**config.mk**
```make
export PLATFORM = sky130hd
export DESIGN_NAME = multicycle_control
export DESIGN_NICKNAME = d
export VERILOG_FILES = /design/src/rtl/multicycle_control.sv
export SDC_FILE = /design/constraint.sdc
export NUM_CORES = 1
export LEC_CHECK = 0
export ABC_AREA = 1
export BUFFER_PORTS_ARGS = -buffer_cell sky130_fd_sc_hd__buf_4
export CORE_MARGIN = 2
export CORE_UTILIZATION = 35
export CTS_BUF_LIST = sky130_fd_sc_hd__clkbuf_8
export DETAILED_ROUTE_END_ITERATION = 12
export PLACE_DENSITY = 0.65
export SLEW_MARGIN = 20
export SYNTH_ARGS = -nofsm -noshare
export SYNTH_HDL_FRONTEND = slang
export SYNTH_SLANG_ARGS = --single-unit
```
**constraint.sdc**
```tcl
create_clock -name clk -period 3.8 [get_ports clk]
set_input_delay 0.38 -clock clk [delete_from_list [all_inputs] [get_ports clk]]
set_output_delay 0.38 -clock clk [all_outputs]
set_load 0.03 [all_outputs]
```
**src/rtl/multicycle_control.sv**
```systemverilog
// Main control FSM for the multi-cycle RV32I-subset core.
// Sequences fetch/decode/execute/memory/write-back and counts retired instructions.
module multicycle_control #(
    parameter int COUNT_WIDTH = 32
) (
    input  logic                   clk,
    input  logic                   reset,
    input  logic [6:0]             opcode_i,
    input  logic                   mem_ready_i,
    output logic [2:0]             ALU_Op_o,
    output logic [1:0]             ALU_Src_A_o,
    output logic [1:0]             ALU_Src_B_o,
    output logic                   IorD_o,
    output logic                   Mem_Read_o,
    output logic                   Mem_Write_o,
    output logic                   IR_Write_o,
    output logic                   PC_Write_o,
    output logic                   PC_Write_Cond_o,
    output logic                   PC_Src_o,
    output logic                   Reg_Write_o,
    output logic [1:0]             Mem_to_Reg_o,
    output logic                   Instr_Done_o,
    output logic                   Illegal_o,
    output logic [COUNT_WIDTH-1:0] Instr_Count_o
);

    localparam logic [6:0] OP_R    = 7'b0110011;
    localparam logic [6:0] OP_I    = 7'b0010011;
    localparam logic [6:0] OP_LW   = 7'b0000011;
    localparam logic [6:0] OP_SW   = 7'b0100011;
    localparam logic [6:0] OP_B    = 7'b1100011;
    localparam logic [6:0] OP_JAL  = 7'b1101111;
    localparam logic [6:0] OP_JALR = 7'b1100111;
    localparam logic [6:0] OP_LUI  = 7'b0110111;

    typedef enum logic [3:0] {
        FETCH,
        DECODE,
        EXEC_R,
        EXEC_I,
        EXEC_LUI,
        ALU_WB,
        MEM_ADDR,
        MEM_READ,
        MEM_WB,
        MEM_WRITE,
        BRANCH,
        JAL,
        JALR,
        TRAP
    } state_t;

    state_t state;
    state_t next_state;

    logic [COUNT_WIDTH-1:0] count;

    // State register; reset returns to FETCH and aborts any pending access
    always_ff @(posedge clk or posedge reset) begin
        if (reset) begin
            state <= FETCH;
        end else begin
            state <= next_state;
        end
    end

    // Retired-instruction counter, wraps naturally at its width
    always_ff @(posedge clk or posedge reset) begin
        if (reset) begin
            count <= '0;
        end else if (Instr_Done_o) begin
            count <= count + {{(COUNT_WIDTH-1){1'b0}}, 1'b1};
        end
    end

    assign Instr_Count_o = count;
    assign Illegal_o     = (state == TRAP);

    // Next-state and Moore control outputs (ready only qualifies memory states)
    always_comb begin
        next_state      = state;
        ALU_Op_o        = 3'b000;
        ALU_Src_A_o     = 2'b00;
        ALU_Src_B_o     = 2'b00;
        IorD_o          = 1'b0;
        Mem_Read_o      = 1'b0;
        Mem_Write_o     = 1'b0;
        IR_Write_o      = 1'b0;
        PC_Write_o      = 1'b0;
        PC_Write_Cond_o = 1'b0;
        PC_Src_o        = 1'b0;
        Reg_Write_o     = 1'b0;
        Mem_to_Reg_o    = 2'b00;
        Instr_Done_o    = 1'b0;
        unique case (state)
            FETCH: begin
                Mem_Read_o  = 1'b1;
                ALU_Src_B_o = 2'b10;
                ALU_Op_o    = 3'b010;
                // Held off during reset so the fetch strobes stay quiet
                IR_Write_o  = mem_ready_i & ~reset;
                PC_Write_o  = mem_ready_i & ~reset;
                if (mem_ready_i) next_state = DECODE;
            end
            DECODE: begin
                ALU_Src_A_o = 2'b10;
                ALU_Src_B_o = 2'b01;
                ALU_Op_o    = 3'b010;
                unique case (opcode_i)
                    OP_R:           next_state = EXEC_R;
                    OP_I:           next_state = EXEC_I;
                    OP_LUI:         next_state = EXEC_LUI;
                    OP_LW, OP_SW:   next_state = MEM_ADDR;
                    OP_B:           next_state = BRANCH;
                    OP_JAL:         next_state = JAL;
                    OP_JALR:        next_state = JALR;
                    default:        next_state = TRAP;
                endcase
            end
            EXEC_R: begin
                ALU_Src_A_o = 2'b01;
                ALU_Src_B_o = 2'b00;
                ALU_Op_o    = 3'b000;
                next_state  = ALU_WB;
            end
            EXEC_I: begin
                ALU_Src_A_o = 2'b01;
                ALU_Src_B_o = 2'b01;
                ALU_Op_o    = 3'b001;
                next_state  = ALU_WB;
            end
            EXEC_LUI: begin
                ALU_Src_B_o = 2'b01;
                ALU_Op_o    = 3'b100;
                next_state  = ALU_WB;
            end
            ALU_WB: begin
                Reg_Write_o  = 1'b1;
                Instr_Done_o = 1'b1;
                next_state   = FETCH;
            end
            MEM_ADDR: begin
                ALU_Src_A_o = 2'b01;
                ALU_Src_B_o = 2'b01;
                ALU_Op_o    = 3'b010;
                next_state  = (opcode_i == OP_SW) ? MEM_WRITE : MEM_READ;
            end
            MEM_READ: begin
                Mem_Read_o = 1'b1;
                IorD_o     = 1'b1;
                if (mem_ready_i) next_state = MEM_WB;
            end
            MEM_WB: begin
                Reg_Write_o  = 1'b1;
                Mem_to_Reg_o = 2'b01;
                Instr_Done_o = 1'b1;
                next_state   = FETCH;
            end
            MEM_WRITE: begin
                Mem_Write_o  = 1'b1;
                IorD_o       = 1'b1;
                Instr_Done_o = mem_ready_i & ~reset;
                if (mem_ready_i) next_state = FETCH;
            end
            BRANCH: begin
                ALU_Src_A_o     = 2'b01;
                ALU_Src_B_o     = 2'b00;
                ALU_Op_o        = 3'b101;
                PC_Write_Cond_o = 1'b1;
                PC_Src_o        = 1'b1;
                Instr_Done_o    = 1'b1;
                next_state      = FETCH;
            end
            JAL: begin
                Reg_Write_o  = 1'b1;
                Mem_to_Reg_o = 2'b10;
                PC_Write_o   = 1'b1;
                PC_Src_o     = 1'b1;
                Instr_Done_o = 1'b1;
                next_state   = FETCH;
            end
            JALR: begin
                ALU_Src_A_o  = 2'b01;
                ALU_Src_B_o  = 2'b01;
                ALU_Op_o     = 3'b111;
                PC_Write_o   = 1'b1;
                Reg_Write_o  = 1'b1;
                Mem_to_Reg_o = 2'b10;
                Instr_Done_o = 1'b1;
                next_state   = FETCH;
            end
            TRAP: begin
                next_state = TRAP;
            end
            default: begin
                next_state = FETCH;
            end
        endcase
    end

endmodule

```
==> results.rst <==
.. list-table::
   :header-rows: 1

   * - Metric
     - Value
   * - Outcome
     - complete, no violations
   * - Global-route wire length before repair
     - roughly 12 mm
   * - Power dissipated by switching net loads
     - between 0.9 and 1 mW
   * - Instance area after placement
     - between 0.003 and 0.004 mm2
   * - Hold slack
     - ~230 ps
   * - Area fraction of the dominant cell type after synthesis
     - 0.3460
   * - Endpoint of the worst register-to-register path
     - Instr_Count_o[15]
   * - Flip-flop and latch count after synthesis
     - 36
   * - Slew at the pin closest to its max-slew limit
     - roughly 770 ps
   * - Final routed DRC violation total
     - 0
   * - CTS H-tree depth
     - 2
   * - Post-Place Worst Slack
     - 1621 ps
   * - Die Y-Extent
     - 90.25 um
   * - Via count
     - ~2800
   * - Setup violators final
     - 0
   * - R2r setup slk
     - ~1700 ps
   * - Met3 track demand over resource in global routing
     - 0.03339
   * - Standard cell core area
     - about 0.0072 mm2
   * - Routing usage on met1
     - 0.2341
   * - Detail Placement HPWL
     - 5.512 mm
   * - Top Ports
     - 61
   * - Clock-pin slew reported for the worst setup and hold paths after clock tree synthesis
     - 70 ps
   * - Clk Tree Root Cell
     - sky130_fd_sc_hd__clkbuf_8
   * - Crit path kind
     - reg2out
   * - Met2 GRT Util
     - 0.3001
   * - Share of layout cells above drive strength 1
     - 0.1733
   * - TritonCTS clock tree
     - done
   * - CTS-repair resized insts
     - 0
   * - CTS sink count
     - 36
   * - Layout Skew
     - between 8 and 9 ps
   * - Worst vdd ir
     - 0.3799 mV
   * - Clock latency on the worst-skew pair
     - 290 ps
   * - Max-slew violation count
     - 0
   * - Switching Share
     - 0.5048
   * - Final routed wire length divided by cell count
     - ~12 um
   * - Grt ovf
     - 0
   * - Net count of the finished layout
     - a little under 500
   * - Number of antenna-violating nets in the routed design
     - 0
   * - Number of diodes added for antenna fixing
     - 0
   * - Cts hold-fix bufs
     - 0
   * - Synth top area cells
     - sky130_fd_sc_hd__dfrtp_1 (35%), sky130_fd_sc_hd__nand2_1 (23%), sky130_fd_sc_hd__nor2_1 (8.5%)
   * - Fillers
     - 751
   * - Highest-count cells in the layout ignoring fill and taps
     - sky130_fd_sc_hd__nand2_1 (160), sky130_fd_sc_hd__buf_4 (61), sky130_fd_sc_hd__nor2_1 (59)
   * - Power per standard cell area
     - between 500 and 600 mW/mm2
   * - Launching point of the worst reg2reg path
     - state[0]
   * - Startpoint class of the critical path
     - register
   * - Weighted congestion at the end of routability-driven global placement
     - 0.8527
   * - Reg2Reg Depth
     - 8
   * - Synth warnings
     - 0
   * - Post-route setup TNS
     - 0 ps
   * - Util after Layout
     - 0.4502
   * - Unique masters post-synth
     - 25
   * - Worst EP arrival
     - around 2100 ps
   * - Worst-case headroom to the max-slew limit
     - 0.4850
   * - Internal power component
     - between 0.9 and 1 mW
   * - P&R area growth vs syn
     - 24.75%
   * - Gate Count Post-Synth
     - 415
   * - Number of buffers between clock root and the deepest sink
     - 2
   * - Worst hold-check path type
     - in2async
   * - Gate power share
     - 0.548
   * - Number of I/O port buffers
     - 60
   * - Die span in x
     - roughly 90 um
   * - # rows
     - 31
   * - RSZ-0062 raised after global routing
     - no
   * - Total die area
     - just over 0.008 mm2
   * - Launching element of the worst setup path
     - state[0]
   * - Vias per cell
     - about 4.8
   * - Antenna violations before repair
     - 0
   * - Largest area contributor in the synthesized netlist
     - sky130_fd_sc_hd__dfrtp_1
   * - Most common library cell in the layout ignoring fill and taps
     - sky130_fd_sc_hd__nand2_1
   * - Type of element capturing the critical path
     - output pin
   * - Total Wirelength
     - approximately 7.1 mm
   * - DRC marker count from the first detailed-route iteration
     - 147
   * - Peak Freq
     - 397.8 MHz
   * - Number of hold violations in the final report
     - 0
   * - Global-route usage over all layers
     - 0.1799
   * - Starting density of the core
     - 0.3609
   * - Number of setup buffers added after CTS
     - 0
   * - Critical Path RT
     - roughly 3400 ps
   * - GRT Max-Usage Layer
     - met2
   * - Pin count of the biggest net entering global routing
     - 39
   * - Leakage power summed over all cells
     - 1.675 nW
   * - TritonCTS buffer count
     - 5
   * - Share of the yosys chip area belonging to registers
     - 0.3460
   * - Final period utilization
     - 0.6616
   * - Worst path setup slack after routing
     - about 1300 ps
   * - Timing endpoint of the critical path
     - Instr_Done_o
   * - Number of iterations in the first detailed-routing pass
     - 4
   * - Cell Area, Synth
     - ~0.0026 mm2
   * - Number of global-route vias before repair
     - around 2600
   * - Count of max-cap constraint violations
     - 0
   * - Final cell area excluding filler cells
     - ~0.0032 mm2
   * - Crit path max fanout
     - 38
   * - Share of power burned in the clock network
     - 0.178
   * - Final min period
     - 2514 ps
   * - Part of the power in registers
     - 0.274
   * - Syn nets
     - about 430
   * - Avg Synthesized Cell Area
     - approximately 6.3 um2
[metrics by stage]
stage	instances	total power, mW
6_report	578	1.911
3_5_place_dp	570	1.575
4_1_cts	578	1.924
5_1_grt	578	2.045
3_3_place_gp	570	1.583
2_1_floorplan	415	1.296
[how the worst min path moves through the flow]
stage	start	end	slack, ps	depth (start not counted)
final	reset	state[0]	230	3
after global routing	reset	Instr_Count_o[8]	290	3
after CTS	reset	Instr_Count_o[8]	250	3
after detailed placement	Instr_Count_o[31]	Instr_Count_o[31]	520	2
after global placement	Instr_Count_o[31]	Instr_Count_o[31]	520	2
after floorplan	mem_ready_i	state[3]	540	3
[metal layers]
metal / wire [um] / share of wire / vias to the layer above
met5: 0 / 0 / -
met4: 154 / 0.022 / 0
met3: 330 / 0.047 / 20
met2: 3390 / 0.48 / 75
met1: 3199 / 0.45 / 1252
li1: - / - / 1418
[final cells by class]
| class | count | area, um2 | share of cell area |
|---|---|---|---|
| timing repair buffer | 61 | 457.9 | 0.1410 |
| inverter | 55 | 209.0 | 0.06433 |
| sequential | 36 | 900.9 | 0.2773 |
| clock buffer | 5 | 68.82 | 0.02119 |
| multi-input combinational | 319 | 1445 | 0.4449 |
| tap | 99 | 123.9 | 0.03814 |
| clock inverter | 3 | 42.54 | 0.01310 |
[cells in the mapped netlist, drive strengths merged]
cell type,n
nor3,16
o211ai,2
xor2,9
a221oi,1
nor2,62
nand3,21
a21boi,1
nand3b,6
inv,55
xnor2,8
o21ai,15
buf,5
ha,1
nand4,8
dfrtp,36
nor4,1
a21oi,3
nand2,165
[flip-flops by register name, summed over array words and instances, names as in the netlist]
signal / flops
state: 4
Instr_Count_o: 32
[cells by family (layout without fill, tap and decap cells)]
logic type,Yosys count,after routing,synth area share
and+or+nand+nor,279,279,0.4450
buffers and inverters,60,124,0.09899
DFF,36,36,0.3460
AOI/OAI and AO/OA,22,22,0.04805
xor gates and xnor gates,17,17,0.05719
adders and majority gates,1,1,0.004805
[power by group through the flow]
stage                     combinational (mW)  sequential (mW)  clock (mW)
after detailed placement                1.05            0.529           0
after global placement                  1.06            0.527           0
after global routing                    1.14            0.536       0.369
after floorplan                        0.711            0.585           0
final                                   1.05            0.524       0.340
after CTS                               1.05            0.523       0.352
[worst max-delay path, cell delays in order (launching register included)]
cell and delay [ps]:
sky130_fd_sc_hd__dfrtp_1 450, sky130_fd_sc_hd__nor2_2 250, sky130_fd_sc_hd__nand2_2 110, sky130_fd_sc_hd__nand2_1 110
sky130_fd_sc_hd__nor2_2 60, sky130_fd_sc_hd__nand2_2 560, sky130_fd_sc_hd__buf_4 290
No activity file was read; power rests on OpenSTA's default activity.
